`src/rtl/cim_layer_seq_pkg.sv`:
```
// Shared types and defaults for the CIM layer sequencer.
// The optional watchdog is enabled by defining CIM_LAYER_SEQ_WATCHDOG_EN.
package cim_layer_seq_pkg;

    localparam int NUM_LAYERS_DEFAULT = 11;
    localparam int TIMEOUT_W_DEFAULT  = 16;

    typedef enum logic [2:0] {
        IDLE,
        START,
        WAIT,
        RUN,
        HAND
    } seq_state_t;

endpackage

```
`src/rtl/cim_layer_seq_stage.sv`:
```
// One pipeline stage of the layer sequencer: a Moore FSM plus an optional RUN watchdog.
// The watchdog exists only when CIM_LAYER_SEQ_WATCHDOG_EN is defined.
import cim_layer_seq_pkg::*;

module cim_layer_seq_stage #(
    parameter int TIMEOUT_W = TIMEOUT_W_DEFAULT
) (
    input  logic clk,
    input  logic rst,
    input  logic i_tok_in,
    input  logic i_down_idle,
    input  logic i_busy,
    output logic o_is_idle,
    output logic o_is_hand,
    output logic o_start,
    output logic o_func_start,
    output logic o_error
);

    seq_state_t r_state;
    seq_state_t w_state_next;
    logic       w_timeout;

    always_ff @(posedge clk) begin
        if (!rst) begin
            r_state <= IDLE;
        end else begin
            r_state <= w_state_next;
        end
    end

    // Busy release wins over a coincident watchdog expiry.
    always_comb begin
        w_state_next = r_state;
        case (r_state)
            IDLE:    if (i_tok_in) w_state_next = START;
            START:   w_state_next = WAIT;
            WAIT:    w_state_next = RUN;
            RUN: begin
                if (!i_busy) begin
                    w_state_next = HAND;
                end else if (w_timeout) begin
                    w_state_next = IDLE;
                end
            end
            HAND:    if (i_down_idle) w_state_next = IDLE;
            default: w_state_next = IDLE;
        endcase
    end

    assign o_is_idle    = (r_state == IDLE);
    assign o_is_hand    = (r_state == HAND);
    assign o_start      = (r_state == START);
    assign o_func_start = (r_state == HAND) & i_down_idle;

`ifdef CIM_LAYER_SEQ_WATCHDOG_EN
    // Expiry fires on the cycle the count would reach all-ones.
    localparam logic [TIMEOUT_W-1:0] WD_LAST = ~(TIMEOUT_W'(1));

    logic [TIMEOUT_W-1:0] r_wd_cnt;
    logic                 r_error;

    assign w_timeout = (r_state == RUN) & i_busy & (r_wd_cnt == WD_LAST);

    always_ff @(posedge clk) begin
        if (!rst) begin
            r_wd_cnt <= '0;
            r_error  <= 1'b0;
        end else begin
            if (r_state != RUN) begin
                r_wd_cnt <= '0;
            end else begin
                r_wd_cnt <= r_wd_cnt + 1'b1;
            end
            if (w_timeout) begin
                r_error <= 1'b1;
            end
        end
    end

    assign o_error = r_error;
`else
    assign w_timeout = 1'b0;
    assign o_error   = 1'b0;
`endif

endmodule

```
`src/rtl/cim_layer_sequencer.sv`:
```
// Frame-level scheduler: a chain of stage FSMs passing a frame token layer to layer.
// Define CIM_LAYER_SEQ_WATCHDOG_EN to enable per-stage RUN timeouts and o_error.
import cim_layer_seq_pkg::*;

module cim_layer_sequencer #(
    parameter int NUM_LAYERS = NUM_LAYERS_DEFAULT,
    parameter int TIMEOUT_W  = TIMEOUT_W_DEFAULT
) (
    input  logic                  clk,
    input  logic                  rst,
    input  logic                  i_frame_valid,
    output logic                  o_frame_ready,
    input  logic [NUM_LAYERS-1:0] i_layer_busy,
    input  logic                  i_sink_busy,
    output logic [NUM_LAYERS-1:0] o_start,
    output logic [NUM_LAYERS-1:0] o_func_start,
    output logic [NUM_LAYERS-1:0] o_next_busy,
    output logic                  o_frame_done,
    output logic [NUM_LAYERS-1:0] o_error
);

    logic [NUM_LAYERS-1:0] w_idle;
    logic [NUM_LAYERS-1:0] w_hand;
    logic [NUM_LAYERS-1:0] w_tok_in;
    logic [NUM_LAYERS-1:0] w_down_idle;

    genvar gi;
    generate
        for (gi = 0; gi < NUM_LAYERS; gi++) begin : g_stage
            if (gi == 0) begin : g_first
                assign w_tok_in[gi] = i_frame_valid & w_idle[gi];
            end else begin : g_chain
                assign w_tok_in[gi] = w_hand[gi-1] & w_idle[gi];
            end

            // Neighbours see only each other's registered state, so no loop forms.
            if (gi == NUM_LAYERS - 1) begin : g_last
                assign w_down_idle[gi] = ~i_sink_busy;
                assign o_next_busy[gi] = i_sink_busy;
            end else begin : g_inner
                assign w_down_idle[gi] = w_idle[gi+1];
                assign o_next_busy[gi] = ~w_idle[gi+1];
            end

            cim_layer_seq_stage #(
                .TIMEOUT_W (TIMEOUT_W)
            ) u_stage (
                .clk          (clk),
                .rst          (rst),
                .i_tok_in     (w_tok_in[gi]),
                .i_down_idle  (w_down_idle[gi]),
                .i_busy       (i_layer_busy[gi]),
                .o_is_idle    (w_idle[gi]),
                .o_is_hand    (w_hand[gi]),
                .o_start      (o_start[gi]),
                .o_func_start (o_func_start[gi]),
                .o_error      (o_error[gi])
            );
        end
    endgenerate

    assign o_frame_ready = w_idle[0];
    assign o_frame_done  = o_func_start[NUM_LAYERS-1];

endmodule

```
`config.mk`:
```
export PLATFORM = sky130hd
export DESIGN_NAME = cim_layer_sequencer
export DESIGN_NICKNAME = d
export VERILOG_FILES = /design/src/rtl/cim_layer_seq_pkg.sv /design/src/rtl/cim_layer_seq_stage.sv /design/src/rtl/cim_layer_sequencer.sv
export SDC_FILE = /design/constraint.sdc
export NUM_CORES = 1
export LEC_CHECK = 0
export ABC_AREA = 1
export BUFFER_PORTS_ARGS = -buffer_cell sky130_fd_sc_hd__buf_4
export CAP_MARGIN = 20
export CORE_ASPECT_RATIO = 1.2
export CORE_MARGIN = 2
export CORE_UTILIZATION = 30
export CTS_BUF_LIST = sky130_fd_sc_hd__clkbuf_8 sky130_fd_sc_hd__clkbuf_16
export DETAILED_ROUTE_END_ITERATION = 7
export PLACE_DENSITY = 0.54
export SYNTH_ARGS = -nofsm -noshare
export SYNTH_HDL_FRONTEND = slang
export SYNTH_SLANG_ARGS = --single-unit
```
`constraint.sdc`:
```
create_clock -name clk -period 1.95 [get_ports clk]
set_clock_uncertainty 0.1 [all_clocks]
set_input_delay 0.2925 -clock clk [delete_from_list [all_inputs] [get_ports clk]]
set_output_delay 0.2925 -clock clk [all_outputs]
set_load 0.1 [all_outputs]
```
# [After elaboration in Yosys (flattened, before gate mapping)]
# Cells that the tools add are included.
[word_totals] register_bits=33 word_cells=177
[classes] n_eq_ne=77 n_mux=44 bitwise_logic=23 n_reduce_logical=22
[op_table] op="$pmux 3 s5" n=11
[op_table] op="$mux 3" n=33
[op_table] op="$eq 3x2->1 const B" n=22
[op_table] op="$ne 2x2->1 const B" n=21
[op_table] op="$eq 3x1->1 const B" n=11
[op_table] op="$eq 3x3->1 const B" n=11
[op_table] op="$logic_not 3->1" n=11
[op_table] op="$reduce_and 3->1" n=11
[op_table] op="$ne 2x1->1 const B" n=12
[op_table] op="$and 1x1->1" n=12
[op_table] op="$not 1->1" n=11

# [Longest topological paths before layout]
[depth] word_depth=4 depth_mapped=8 mapped_depth_nobuf=8

# [Modules after synthesis]
# A second synthesis with hierarchy kept.
[unflattened] hier_cells=365 hier_area_um2=2671.3
[by_module_without_submodules] module="cim_layer_seq_stage" n_inst=11 cells_per_inst=30 area_each_um2=230.2 seq_area_each_um2=60.1
[by_module_without_submodules] module="cim_layer_sequencer" n_inst=1 cells_per_inst=35 area_each_um2=138.9 seq_area_each_um2=0.0

# [Worst setup path after synthesis]
# OpenSTA, ideal clock, no wires.
[synth_path] path_kind="reg2out" start="register g_stage[10].u_stage.r_state[0]" end="output o_func_start[10]" t_arrival_ns=3.998 t_required_ns=1.558 path_slack_ns=-2.440 path_stages_with_launch=3 n_path_buf=1 path_cell_list="dfxtp_1 -> nor4_1 -> buf_4"
[synth_between] elab_chain_len=2
[synth_lines] item="start: declaration" line="cim_layer_seq_stage.sv:20" text="seq_state_t r_state;"
[synth_lines] item="start signal: assignment" line="cim_layer_seq_stage.sv:28" text="r_state <= w_state_next;"
[synth_lines] item="$eq 3x3->1"
[synth_lines] item="$and 1x1->1" line="cim_layer_seq_stage.sv:54" text="assign o_func_start = (r_state == HAND) & i_down_idle;"
[synth_lines] item="end: declaration" line="cim_layer_sequencer.sv:16" text="output logic [NUM_LAYERS-1:0] o_func_start,"
# No other way between the ends.

# [Worst setup path after layout]
[layout_path] start="register g_stage[6].u_stage.r_state[2]" end="output o_func_start[6]"
[layout_between] elab_chain_len=2
[layout_lines] item="start: declaration" line="cim_layer_seq_stage.sv:20"
[layout_lines] item="start signal: assignment" line="cim_layer_seq_stage.sv:28"
[layout_lines] item="$eq 3x3->1" line="cim_layer_seq_stage.sv:54"
[layout_lines] item="$and 1x1->1" line="cim_layer_seq_stage.sv:54"
# No other way between the ends.

==> summary.md <==
| Metric | Value |
|---|---|
| Syn. warnings | 0 |
| Crit path DAT | 1.35 ns |
| Drt wl/cell | 10.2 µm |
| CTS Sinks | 33 |
| Reg2reg setup slack | 0.67 ns |
| Most frequent cell after synthesis | nand2_1 |
| Status | finished, final reports clean |
| EDFF count, synth | 0 |
| Gr ovfl total | 0 |
| RSZ-0062 raised after global routing | no |
| Critical path fanouts, max | 3 |
| Final Max Slew Viols | 0 |
| TritonCTS Buffers | 5 |
| Avg Cell Area, Syn | 6.25 µm² |
| DR vias/cell | 4.50 |
| Setup Buffers After CTS | 0 |
| Buf/Inv on CP | 2 |
| DRC | 0 |
| Die area | 7860 µm² |
| ANT nets after route | 0 |
| Post-detail-place hpwl | 3.64 mm |
| Hold path start | i_layer_busy[1] |
| Highest Clock Rate | 0.573 GHz |
| Worst Hold Endpoint | g_stage[1].u_stage.r_state[1] |
| Setup TNS | 0 ns |
| Iteration-0 DRC Markers | 72 |
| CP max stage cell | dfxtp_1 |
| Post-Place Cells | 454 |
| Measured slew at the worst slew-check pin | 0.545 ns |
| Final Hold Fails | 0 |
| Crit path capture type | primary output |
| Setup violators final | 0 |
| Sequential area share after synthesis | 0.308 |
| # resized after CTS | 0 |
| Depth of the worst register-to-register path | 6 |
| Synth area leaders | dfxtp_1, nand2_1, buf_4 |
| Clk_lat worst skew | 0.28 ns |
| Width of the die | 81.3 µm |
| Largest regs | g_stage.u_stage.r_state: 33 flops |
| Root buffer cell | clkbuf_8 |
| GR Util All Layers | 0.127 |
| FFs w/ async S/R, synth | 0 |
| Area Growth Syn to Fin | 18.6% |
| Period minus WS final | 1.75 ns |
| Non-filler cells in the finished layout | 462 |
| Port buffer count | 49 |
| Initial antenna violation count | 0 |
| Worst Hold Class | primary input to flip-flop |
| Largest net degree at the start of global routing | 27 |
| Clk buf depth | 2 |
| Leading area contributor after synthesis | dfxtp_1 |
| Crit path required time | 1.56 ns |
| Synth cell count leaders | nand2_1, nor2_1, inv_1, buf_4, dfxtp_1 |
| Most Frequent Cell on Critical Path | nor2_1 |
| CP startpoint kind | flip-flop |
| Vias | 2079 |
| Ys flop type | dfxtp_1 |
| Hold Path Depth | 3 |
| First-pass GRT wire length | 8.07 mm |
| Number of synthesized register bits | 33 |
| Slowest Stage Delay on Critical Path | 0.36 ns |
| Initial core utilization | 0.312 |
| CTS tree | yes |
| Clock-pin slew on the worst setup and hold paths | 0.08 ns |
| Layout cell share with drive strength beyond 1 | 0.224 |
| Worst r2r dst | g_stage[4].u_stage.r_state[1] |
| Mapped Cells | 344 |
| Largest Register | g_stage.u_stage.r_state |
| Setup CP Type | flip-flop to primary output |
| CP top delay family | buffers and inverters |
| Final #Nets | 389 |
| Pwr/cell area | 1260 nW/µm² |
| Routability Congestion | 0.763 |
| Io pins | 61 |
| Netlist cell types | 22 |
| CTS Hold Bufs | 0 |
| Critical-path cell list | inv_1 -> nor2_1 -> nand2_1 -> nor2_1 -> buf_4 |
| Final period utilization | 0.896 |
| Maximum vdd drop | 0.459 mV |
| Slew headroom | 0.636 |
| Fillers | 773 |
| Mapped Area | 2150 µm² |
| Worst hold slack | 0.196 ns |
| Antenna cell count | 0 |
| Overall routed net length | 4.71 mm |
| H-Tree Depth | 2 |
| Core area | 6900 µm² |
| Pleak | 1.29 nW |
| Max reg flops | 33 |
| Worst r2r src | g_stage[3].u_stage.r_state[0] |
| Die Span Y | 96.7 µm |
| Yosys top cell area share | 0.308 |
| Pre-Repair DR Iteration Count | 4 |
| Row cnt | 33 |
| Max cap viols | 0 |
| Vias in the first global route | 1936 |
-- cell type report --
cell class                 instances  area [µm²]  share of cell area
multi-input combinational        237        1110               0.436
sequential                        33         663               0.260
timing repair buffer              49         368               0.144
inverter                          48         180              0.0707
tap                               87         109              0.0427
clock buffer                       6        82.6              0.0324
clock inverter                     2        33.8              0.0133
-- placed cells by master (no fill, tap or decap), types with 10 or more instances in the layout --
master	instances
conb_1	11
nand2_1	69
nand2_2	10
a21oi_1	11
inv_1	45
nor2_1	64
nand3_1	31
a31oi_1	12
buf_4	49
dfxtp_1	31
-- routing by layer --
| layer | track usage | wire length [µm] |
|---|---|---|
| met1 | 0.152 | 2140 |
| met2 | 0.212 | 2240 |
| met3 | 0.0289 | 227 |
| met4 | 0.0574 | 104 |
| met5 | 0 | 0 |
-- tightest hold or removal path, cell delays in order --
cell and delay [ns]:
buf_4 0.10, nand2_1 0.07, a21oi_1 0.06
-- how the worst max path moves through the flow --
| stage | start | end | slack (ns) | depth (start not counted) |
|---|---|---|---|---|
| global placement | g_stage[5].u_stage.r_state[2] | o_func_start[4] | 0.51 | 4 |
| floorplan | g_stage[10].u_stage.r_state[0] | o_func_start[10] | -0.27 | 2 |
| finish | g_stage[6].u_stage.r_state[2] | o_func_start[6] | 0.20 | 5 |
| CTS | g_stage[5].u_stage.r_state[2] | o_func_start[4] | 0.19 | 4 |
| global route | g_stage[3].u_stage.r_state[1] | o_func_start[2] | 0.07 | 4 |
| detailed placement | g_stage[5].u_stage.r_state[2] | o_func_start[4] | 0.51 | 4 |
-- cells by family (layout without fill, tap and decap cells) --
logic type	count (synthesis)	count (layout)	synth area share
AOI/OAI and AO/OA	31	31	0.0932
buffers and inverters	84	105	0.208
DFF	33	33	0.308
other	1	11	0.00175
and+or+nand+nor	195	195	0.389
-- power breakdown --
group	internal [mW]	total, mW	leakage, nW	switching [mW]
Sequential	0.757	0.858	0.269	0.101
Combinational	0.348	1.68	0.962	1.33
Clock	0.412	0.672	0.0626	0.260
Total	1.52	3.21	1.29	1.69
-- per-stage QoR --
| step | setup slack, ns | area (µm²) | util | power (mW) |
|---|---|---|---|---|
| final | 0.203 | 2550 | 0.370 | 3.21 |
| after global routing | 0.0729 | 2550 | 0.370 | 3.40 |
| after CTS | 0.190 | 2550 | 0.370 | 3.24 |
| after detailed placement | 0.512 | 2430 | 0.353 | 2.56 |
| after global placement | 0.513 | 2430 | 0.353 | 2.55 |
| after floorplan | -0.268 | 2230 | - | 2.33 |
No activity file was read; power rests on OpenSTA's default activity.
